**src/rtl/piso_stream_scheduler_pkg.sv**
```systemverilog
// Shared types and sizing for the PISO stream scheduler.
package piso_stream_scheduler_pkg;
    localparam int FEATURES     = 16;
    localparam int NREQ_DEFAULT = 4;
    localparam int SRC_W        = $clog2(NREQ_DEFAULT);

    typedef enum logic [1:0] {IDLE, LOAD, STREAM} sched_state_t;
endpackage

```
**src/rtl/piso_stream_scheduler_if.sv**
```systemverilog
// Requester, PISO and downstream signals of the scheduler; master is the scheduler side.
interface piso_stream_scheduler_if
    import piso_stream_scheduler_pkg::*;
#(
    parameter int NREQ  = NREQ_DEFAULT,
    parameter int WIDTH = 8,
    parameter int DEPTH = FEATURES
) ();
    localparam int SW = $clog2(NREQ);

    logic [NREQ-1:0]                        req_valid;
    logic [NREQ-1:0][DEPTH-1:0][WIDTH-1:0]  req_data;
    logic [NREQ-1:0]                        req_ready;
    logic [DEPTH-1:0][WIDTH-1:0]            piso_din;
    logic                                   piso_we;
    logic                                   piso_re;
    logic [WIDTH-1:0]                       piso_qout;
    logic                                   piso_empty;
    logic                                   piso_full;
    logic                                   out_valid;
    logic                                   out_ready;
    logic [WIDTH-1:0]                       out_data;
    logic [SW-1:0]                          out_src;
    logic                                   out_last;

    modport master (
        input  req_valid, req_data, piso_qout, piso_empty, piso_full, out_ready,
        output req_ready, piso_din, piso_we, piso_re, out_valid, out_data, out_src, out_last
    );

    modport slave (
        output req_valid, req_data, piso_qout, piso_empty, piso_full, out_ready,
        input  req_ready, piso_din, piso_we, piso_re, out_valid, out_data, out_src, out_last
    );
endinterface

```
**src/rtl/piso_stream_scheduler_rr_arbiter.sv**
```systemverilog
// Combinational round-robin pick: first requesting index at or after ptr, wrapping.
module rr_arbiter
    import piso_stream_scheduler_pkg::*;
#(
    parameter  int NREQ = NREQ_DEFAULT,
    localparam int IW   = $clog2(NREQ)
) (
    input  logic [NREQ-1:0] req,
    input  logic [IW-1:0]   ptr,
    output logic [NREQ-1:0] grant,
    output logic [IW-1:0]   idx,
    output logic            any
);
    logic [IW-1:0] j;

    always_comb begin
        grant = '0;
        idx   = '0;
        j     = '0;
        any   = |req;
        // Scan from the farthest offset down so the nearest one to ptr wins last.
        for (int k = NREQ - 1; k >= 0; k--) begin
            j = IW'((int'(ptr) + k) % NREQ);
            if (req[j]) begin
                grant    = '0;
                grant[j] = 1'b1;
                idx      = j;
            end
        end
    end
endmodule

```
**src/rtl/piso_stream_scheduler.sv**
```systemverilog
// Round-robin scheduler feeding one shared PISO: load a whole vector per grant,
// then drain it beat by beat toward a valid/ready consumer.
module piso_stream_scheduler
    import piso_stream_scheduler_pkg::*;
#(
    parameter int NREQ  = NREQ_DEFAULT,
    parameter int WIDTH = 8,
    parameter int DEPTH = FEATURES
) (
    input  logic                    clk,
    input  logic                    arst_n,
    piso_stream_scheduler_if.master bus,
    output logic                    busy,
    output logic                    err
);
    localparam int SW = $clog2(NREQ);
    localparam int CW = (DEPTH > 1) ? $clog2(DEPTH) : 1;

    sched_state_t    state, state_nxt;
    logic [SW-1:0]   rr_ptr, ptr_nxt, owner, owner_nxt, win;
    logic [CW-1:0]   beat_cnt, cnt_nxt;
    logic            err_nxt, any, beat_ok, at_last;
    logic [NREQ-1:0] gnt;

    rr_arbiter #(.NREQ(NREQ)) u_arb (
        .req   (bus.req_valid),
        .ptr   (rr_ptr),
        .grant (gnt),
        .idx   (win),
        .any   (any)
    );

    always_ff @(posedge clk or negedge arst_n) begin
        if (!arst_n) begin
            state    <= IDLE;
            rr_ptr   <= '0;
            owner    <= '0;
            beat_cnt <= '0;
            err      <= 1'b0;
        end else begin
            state    <= state_nxt;
            rr_ptr   <= ptr_nxt;
            owner    <= owner_nxt;
            beat_cnt <= cnt_nxt;
            err      <= err_nxt;
        end
    end

    assign at_last = (beat_cnt == CW'(DEPTH - 1));

    always_comb begin
        state_nxt     = state;
        ptr_nxt       = rr_ptr;
        owner_nxt     = owner;
        cnt_nxt       = beat_cnt;
        err_nxt       = err;
        beat_ok       = 1'b0;
        bus.req_ready = '0;
        bus.piso_we   = 1'b0;
        bus.piso_din  = '0;
        bus.piso_re   = 1'b0;
        bus.out_valid = 1'b0;
        bus.out_data  = '0;
        bus.out_last  = 1'b0;
        unique case (state)
            IDLE: begin
                // A load only lands on a drained PISO, so we and re never coincide.
                if (any && bus.piso_empty) begin
                    bus.req_ready = gnt;
                    bus.piso_we   = 1'b1;
                    bus.piso_din  = bus.req_data[win];
                    owner_nxt     = win;
                    ptr_nxt       = (win == SW'(NREQ - 1)) ? '0 : win + 1'b1;
                    state_nxt     = LOAD;
                end
            end
            LOAD: begin
                if (!bus.piso_full) err_nxt = 1'b1;
                cnt_nxt   = '0;
                state_nxt = STREAM;
            end
            STREAM: begin
                beat_ok       = !bus.piso_empty && bus.out_ready;
                bus.out_valid = !bus.piso_empty;
                bus.piso_re   = beat_ok;
                bus.out_data  = bus.piso_qout;
                bus.out_last  = at_last && !bus.piso_empty;
                if (bus.piso_empty) err_nxt = 1'b1;
                if (beat_ok) begin
                    if (at_last) begin
                        cnt_nxt   = '0;
                        state_nxt = IDLE;
                    end else begin
                        cnt_nxt = beat_cnt + 1'b1;
                    end
                end
            end
            default: state_nxt = IDLE;
        endcase
    end

    assign bus.out_src = owner;
    assign busy        = (state != IDLE);
endmodule

```
**src/flat_wrapper.sv**
```systemverilog
// flat-port wrapper written by rule: the top's interface ports become plain ports
module piso_stream_scheduler_flat import piso_stream_scheduler_pkg::*;
#(
    parameter int NREQ  = NREQ_DEFAULT,
    parameter int WIDTH = 8,
    parameter int DEPTH = FEATURES
)
  (clk, arst_n, busy, err, bus_req_valid, bus_req_data, bus_piso_qout, bus_piso_empty, bus_piso_full, bus_out_ready, bus_req_ready, bus_piso_din, bus_piso_we, bus_piso_re, bus_out_valid, bus_out_data, bus_out_src, bus_out_last);
  piso_stream_scheduler_if #(.NREQ(NREQ), .WIDTH(WIDTH), .DEPTH(DEPTH)) bus_i ();
  input  logic clk;
  input  logic arst_n;
  output logic busy;
  output logic err;
  input wire logic [$bits(bus_i.req_valid)-1:0] bus_req_valid;
  input wire logic [$bits(bus_i.req_data)-1:0] bus_req_data;
  input wire logic [$bits(bus_i.piso_qout)-1:0] bus_piso_qout;
  input wire logic [$bits(bus_i.piso_empty)-1:0] bus_piso_empty;
  input wire logic [$bits(bus_i.piso_full)-1:0] bus_piso_full;
  input wire logic [$bits(bus_i.out_ready)-1:0] bus_out_ready;
  output wire logic [$bits(bus_i.req_ready)-1:0] bus_req_ready;
  output wire logic [$bits(bus_i.piso_din)-1:0] bus_piso_din;
  output wire logic [$bits(bus_i.piso_we)-1:0] bus_piso_we;
  output wire logic [$bits(bus_i.piso_re)-1:0] bus_piso_re;
  output wire logic [$bits(bus_i.out_valid)-1:0] bus_out_valid;
  output wire logic [$bits(bus_i.out_data)-1:0] bus_out_data;
  output wire logic [$bits(bus_i.out_src)-1:0] bus_out_src;
  output wire logic [$bits(bus_i.out_last)-1:0] bus_out_last;
  assign bus_i.req_valid = bus_req_valid;
  assign bus_i.req_data = bus_req_data;
  assign bus_i.piso_qout = bus_piso_qout;
  assign bus_i.piso_empty = bus_piso_empty;
  assign bus_i.piso_full = bus_piso_full;
  assign bus_i.out_ready = bus_out_ready;
  assign bus_req_ready = bus_i.req_ready;
  assign bus_piso_din = bus_i.piso_din;
  assign bus_piso_we = bus_i.piso_we;
  assign bus_piso_re = bus_i.piso_re;
  assign bus_out_valid = bus_i.out_valid;
  assign bus_out_data = bus_i.out_data;
  assign bus_out_src = bus_i.out_src;
  assign bus_out_last = bus_i.out_last;
  piso_stream_scheduler #(.NREQ(NREQ), .WIDTH(WIDTH), .DEPTH(DEPTH)) u_core (.clk(clk), .arst_n(arst_n), .bus(bus_i), .busy(busy), .err(err));
endmodule
```
**config.mk**
```make
export PLATFORM = sky130hd
export DESIGN_NAME = piso_stream_scheduler_flat
export DESIGN_NICKNAME = d
export VERILOG_FILES = /design/src/rtl/piso_stream_scheduler_pkg.sv /design/src/rtl/piso_stream_scheduler_if.sv /design/src/rtl/piso_stream_scheduler_rr_arbiter.sv /design/src/rtl/piso_stream_scheduler.sv /design/src/flat_wrapper.sv
export SDC_FILE = /design/constraint.sdc
export NUM_CORES = 1
export LEC_CHECK = 0
export ABC_AREA = 1
export CAP_MARGIN = 20
export CORE_AREA = 5 5 261 263
export DETAILED_ROUTE_END_ITERATION = 7
export DIE_AREA = 0 0 266 268
export PLACE_DENSITY = 0.38
export SYNTH_ARGS = -nofsm -noshare
export SYNTH_HDL_FRONTEND = slang
export SYNTH_HIERARCHICAL = 1
export SYNTH_SLANG_ARGS = --single-unit
```
**constraint.sdc**
```tcl
create_clock -name clk -period 3.06 [get_ports clk]
set_input_delay 0.612 -clock clk [delete_from_list [all_inputs] [get_ports clk]]
set_output_delay 0.612 -clock clk [all_outputs]
set_load 0.05 [all_outputs]
```
### Word-level counts from Yosys, hierarchy flattened

Cells that the tools add are included.

* register bits after elaboration: 11
* input bits: 529

* add/subtract/negate cells: 5
* order comparisons: 9
* equal/unequal tests: 9
* muxes and demuxes: 47
* reductions and logical operators: 16

Operator list (count)
* 128-bit two-way mux: 3
* 128-bit binary-select mux with 2-bit select: 1
* 4-bit two-way mux: 8
* 2-bit two-way mux: 8
* 2-bit by 3-bit less-than comparator with 1-bit output, second input constant: 5
* 1-bit two-way mux: 15
* 1-bit binary-select mux with 2-bit select: 4
* 1-bit demux with 2-bit select: 4
* 2-bit by 1-bit >= comparator with 1-bit output, second input constant: 4
* 8-bit two-way mux: 1
* 4-bit case mux with 2 select lines: 1
* 1-bit logical AND: 7
* 2-bit by 1-bit inequality test with 1-bit output, second input constant: 3
* 2-bit case mux with 3 select lines: 1
* 3-bit AND reduction: 2
* 2-bit by 1-bit adder with 2-bit output, second input constant: 2
* 2-bit adder, second input constant: 2
* 4-bit by 1-bit adder with 4-bit output, second input constant: 1
* 2-bit == test, second input constant: 2
* 4-bit == test, second input constant: 1
* 2-bit inequality test, second input constant: 2
* 2-bit AND reduction: 2
* 2-bit nonzero test: 2
* 4-bit OR reduction: 1
* other kinds (4): 4

### Logic depth before layout (Yosys ltp)

* word-level depth: 11
* depth in mapped cells: 17
* mapped depth without buffers: 14

### Cells and area by module

Netlist, hierarchy kept.

By module, submodules not included
* piso_stream_scheduler: instances 1, cells an instance 1467, area each 6256.0 um^2, sequential area each 275.3 um^2
* rr_arbiter: instances 1, cells an instance 83, area each 464.2 um^2, sequential area each 0.0 um^2

### Worst setup path before layout

No wires, ideal clock.

* kind: reg-to-output
* start point: register u_core.rr_ptr[0]
* end point: output port bus_piso_din[43]
* data arrival time: 2.931 ns
* required time: 2.448 ns
* slack: -0.483 ns
* stages on the path, launching flop included: 17
* path buffers: 3
* cell sequence: dfrtp_1 inv_2 ha_1 inv_1 nand3_1 nand2_1 inv_1 nor2_2 o21ai_1 o21ai_1 buf_2 inv_2 buf_4 buf_2 nand2_1 nand3_1 a21oi_1

* longest elaborated chain between the ends: 11
* elaborated cells on any way between the ends: 19
* classes of those cells: add/sub: 3; mux: 16

Ends and longest elaborated chain
* start, declared: RTL line piso_stream_scheduler.sv:20 `logic [SW-1:0] rr_ptr, ptr_nxt, owner, owner_nxt, win;`
* start signal, assigned: RTL line piso_stream_scheduler.sv:42 `rr_ptr <= ptr_nxt;`
* 2-bit adder: RTL line piso_stream_scheduler_rr_arbiter.sv:23 `j = IW'((int'(ptr) + k) % NREQ);`
* 1-bit binary-select mux with 2-bit select: RTL line piso_stream_scheduler_rr_arbiter.sv:24 `if (req[j]) begin`
* 1-bit two-way mux (not written as such): RTL line piso_stream_scheduler_rr_arbiter.sv:24
* 2-bit two-way mux (3 in series): RTL line piso_stream_scheduler_rr_arbiter.sv:24
* 2-bit two-way mux (*): RTL line piso_stream_scheduler_rr_arbiter.sv:24
* via u_core.win[0]: RTL line piso_stream_scheduler.sv:20
* 128-bit binary-select mux with 2-bit select (*): RTL line piso_stream_scheduler.sv:71 `bus.piso_din = bus.req_data[win];`
* 128-bit two-way mux (not written as such) (*): RTL line piso_stream_scheduler.sv:71
* 128-bit two-way mux (*): RTL line piso_stream_scheduler.sv:68 `if (any && bus.piso_empty) begin`
* 128-bit two-way mux (*): RTL line piso_stream_scheduler.sv:65 `unique case (state)`
* end, declared: RTL line flat_wrapper.sv:21 `output wire logic [$bits(bus_i.piso_din)-1:0] bus_piso_din;`

The timed path passes the listed nets; every way through them passes the cells marked *. The select of a mux whose other input is x is not followed.

### Final worst setup path

* start point: register u_core.rr_ptr[0]
* end point: output port bus_piso_din[102]

The elaborated chain is that of the path after synthesis.

==> metrics.csv <==
stage,metric,value,unit
grt,grt_pass1_wl,82770,um
placed_design,place_congestion,0.9139,
worst_hold_path,holdPathStages,2,
worst_setup_path,critPathMaxFanout,8,
power_and_ir_drop,switching_share,54.07,%
yosys,ys_seq_area_share,4.096,%
power_and_ir_drop,power_frac_seq,0.8,%
final_layout,layout_commonest_cell,clkdlybuf4s50_1,
clock_network,path_clk_slew,0.04,ns
clock_network,clock-sinks,11,
power_and_ir_drop,power.density_cell_area,1462,nW/um^2
worst_setup_path,worstPathRequired,2.45,ns
final_layout,final_area,21410,sq um
yosys,yosys.area.top_type_share,46.92,%
route,postRouteAntennaNets,0,
clock_network,numCtsBuffers,3,
yosys,syn_avg_cell_area,4.336,sq um
placed_design,place_hpwl,44320,um
timing,fin_skew,0.002008,ns
die,rows,94,
worst_setup_path,cpMostUsedCell,buf_12,
timing,setup_viol,128,
power_and_ir_drop,p_int,14.39,mW
grt,grt_pass1_vias,12990,
power_and_ir_drop,netSwitchingPower,16.93,mW
worst_setup_path,cp.depth,17,
power_and_ir_drop,vdd_drop_max,0.5769,mV
route,drt-total-wl,60890,um
final_layout,fillers,6980,
route,drtIter0Drc,520,
grt,grt_max_degree,44,
clock_network,cts_tree,yes,
grt,grt_overflow,0,
clock_network,cts-root-buf,clkbuf_16,
yosys,synth_area_leaders,"nand2_1 47%, nand3_1 15%, inv_1 15%",
flow_run,drv_cap,0,
grt,grt_use_total,15.11,%
worst_setup_path,start_kind,flip-flop,
clock_network,clk_latency,0.24,ns
die,dieHeight,268,um
grt,grt_antenna_before_repair,6,
final_layout,fin_nets,2870,
power_and_ir_drop,clkPwrFrac,0.8,%
final_layout,drive_above_1_share,39.66,%
yosys,ys_ff_latch,11,
route,vias,12470,
worst_setup_path,crit_family,buffers and inverters,
yosys,syn_inst,1550,
yosys,synth_warnings,6,
timing,drv_slew,0,
power_and_ir_drop,comb_power_share,98.4,%
route,wire_per_inst,19.03,um
route,dr.pass1.iters,4,
worst_setup_path,cpPeakStageDelay,0.39,ns
worst_setup_path,critPathArrivalTime,2.69,ns
worst_setup_path,crit_slowest_cell,dfrtp_2,
die,coreArea,65390,sq um
timing,max_freq,302.6,MHz
timing,finalWorstSetupSlack,-0.2445,ns
route,via_per_inst,3.898,
die,initial_core_util,10.28,%
outcome,status,"finished, violations left",
timing,finalSetupTns,-21.38,ns
worst_setup_path,r2r_cells,15,
final_layout,syn_to_final_growth,218.7,%
die,ios,677,
worst_setup_path,cp.buffers_inverters,8,
final_layout,mostFrequentLayoutCells,"534 x clkdlybuf4s50_1, 505 x nand2_1, 276 x nand2_2",
worst_setup_path,worstPathCellList,"inv_4, ha_4, inv_4, nand3_2, nand2_2, inv_2, nor2_4, o21ai_2, o21ai_4, buf_12, buf_12, buf_16, buf_16, nand2_1, nand3_2, a21oi_4, buf_12",
yosys,yosys.area.top_type,nand2_1,
worst_hold_path,hp-class,reg -> reg,
yosys,yosys.cell_types.count,25,
worst_setup_path,path_class,reg -> out,
power_and_ir_drop,p_leak,10.07,nW
placed_design,place_area,17410,sq um
die,die_w,266,um
timing,worst_pin_slew,0.5440,ns
timing,slew_headroom,63.62,%
timing,rsz0062_at_grt,yes,
clock_network,clockBufferDepth,2,
yosys,netlist_area,6720,sq um
outcome,violations,setup timing,
timing,hold_viol,0,
placed_design,port_buffers,676,
timing,layout_min_cycle_time,3.304,ns
route,drc,0,
worst_setup_path,crit_path_end_kind,primary output,
die,die_area,71290,sq um
timing,fin_crit_sh,108.0,%
power_and_ir_drop,power,31.32,mW
yosys,syn_nets,2089,
clock_network,htreeDepth,1,
kinds of logic (layout without fill, tap and decap cells):
group,Yosys count,in the layout,synth area share (%)
simple gates,1094,1094,65.89
compound gates,67,67,5.027
flops,11,11,4.096
other cells,0,6,0
fa+ha+maj,10,10,1.862
buf+inv,368,1148,23.12
Yosys cell counts, drive strengths merged:
library cell / n
inv: 268
nand4: 2
clkbuf: 9
nand3: 204
or2: 1
nor3b: 1
o211ai: 1
ha: 10
nor2: 38
buf: 91
nand2: 848
dfrtp: 11
o21ai: 4
a21oi: 62
sequential cells by signal, summed over array words and instances, names as in the netlist:
register / count
u_core/beat_cnt: 4
u_core/bus.out_src: 2
u_core/rr_ptr: 2
u_core/state: 2
u_core/err: 1
final timing paths:
kind | startpoint | endpoint | slack, ns
max in group asynchronous | arst_n | u_core/rr_ptr[0] | 1.94
hold reg to reg | u_core/err | u_core/err | 0.52
min in group asynchronous | arst_n | u_core/err | 0.73
setup / recovery | u_core/rr_ptr[0] | bus_piso_din[102] | -0.24
hold / removal | u_core/err | u_core/err | 0.52
setup reg to reg | u_core/rr_ptr[0] | u_core/rr_ptr[1] | 0.77
layer usage:
| metal | track usage [%] | share of wire, % | wire, um | vias up |
|---|---|---|---|---|
| met4 | 2.894 | 2.6 | 1587 | 2 |
| met3 | 3.259 | 6.5 | 3959 | 75 |
| li1 | - | - | - | 6178 |
| met5 | 0 | 0.021 | 13 | - |
| met1 | 17.63 | 39 | 23690 | 5760 |
| met2 | 28.55 | 52 | 31640 | 458 |
layout make-up:
| cell class | count | area, sq um | share of cell area (%) |
|---|---|---|---|
| diodes | 6 | 15.01 | 0.07011 |
| clock buffers | 4 | 78.83 | 0.3681 |
| inverters | 268 | 1045 | 4.879 |
| multi-input cells | 1171 | 7691 | 35.92 |
| flip-flops and latches | 11 | 277.8 | 1.297 |
| well taps | 864 | 1081 | 5.048 |
| repair buffers | 872 | 11140 | 52.02 |
| repair inverters | 4 | 86.33 | 0.4032 |
power by group through the flow:
stage / Combinational [mW] / Clock [mW] / Sequential (mW)
after floorplan: 11.6 / 0 / 0.309
after global routing: 32.6 / 0.252 / 0.273
final: 30.8 / 0.238 / 0.261
after detailed placement: 21.0 / 0 / 0.258
after CTS: 28.3 / 0.245 / 0.259
after global placement: 21.0 / 0 / 0.257
per-stage QoR:
| stage | util (%) | cells | worst slack, ns | hold WS (ns) |
|---|---|---|---|---|
| 2_1_floorplan | - | 1550 | 0.001494 | 0.3164 |
| 3_3_place_gp | 26.63 | 3105 | -0.6313 | 0.4723 |
| 3_5_place_dp | 26.63 | 3105 | -0.6310 | 0.4921 |
| 4_1_cts | 30.58 | 3185 | -0.2066 | 0.5216 |
| 5_1_grt | 32.73 | 3196 | -0.3388 | 0.5565 |
| 6_report | 32.75 | 3200 | -0.2445 | 0.5186 |
repair_timing:
item / 4_1_cts / 5_1_grt
buffers inserted: 46 / 3
hold endpoints to repair: 0 / 0
cloned: 32 / 14
hold buffers: 0 / 0
setup endpoints to repair: 128 / 128
gates resized for setup: 334 / 336
pin swaps: 169 / 202
tightest hold or removal path: stages (launching register included):
cell and delay (ns):
dfrtp_1 0.35, inv_1 0.04, o211ai_1 0.08
Power figures use the tool's default switching activity.
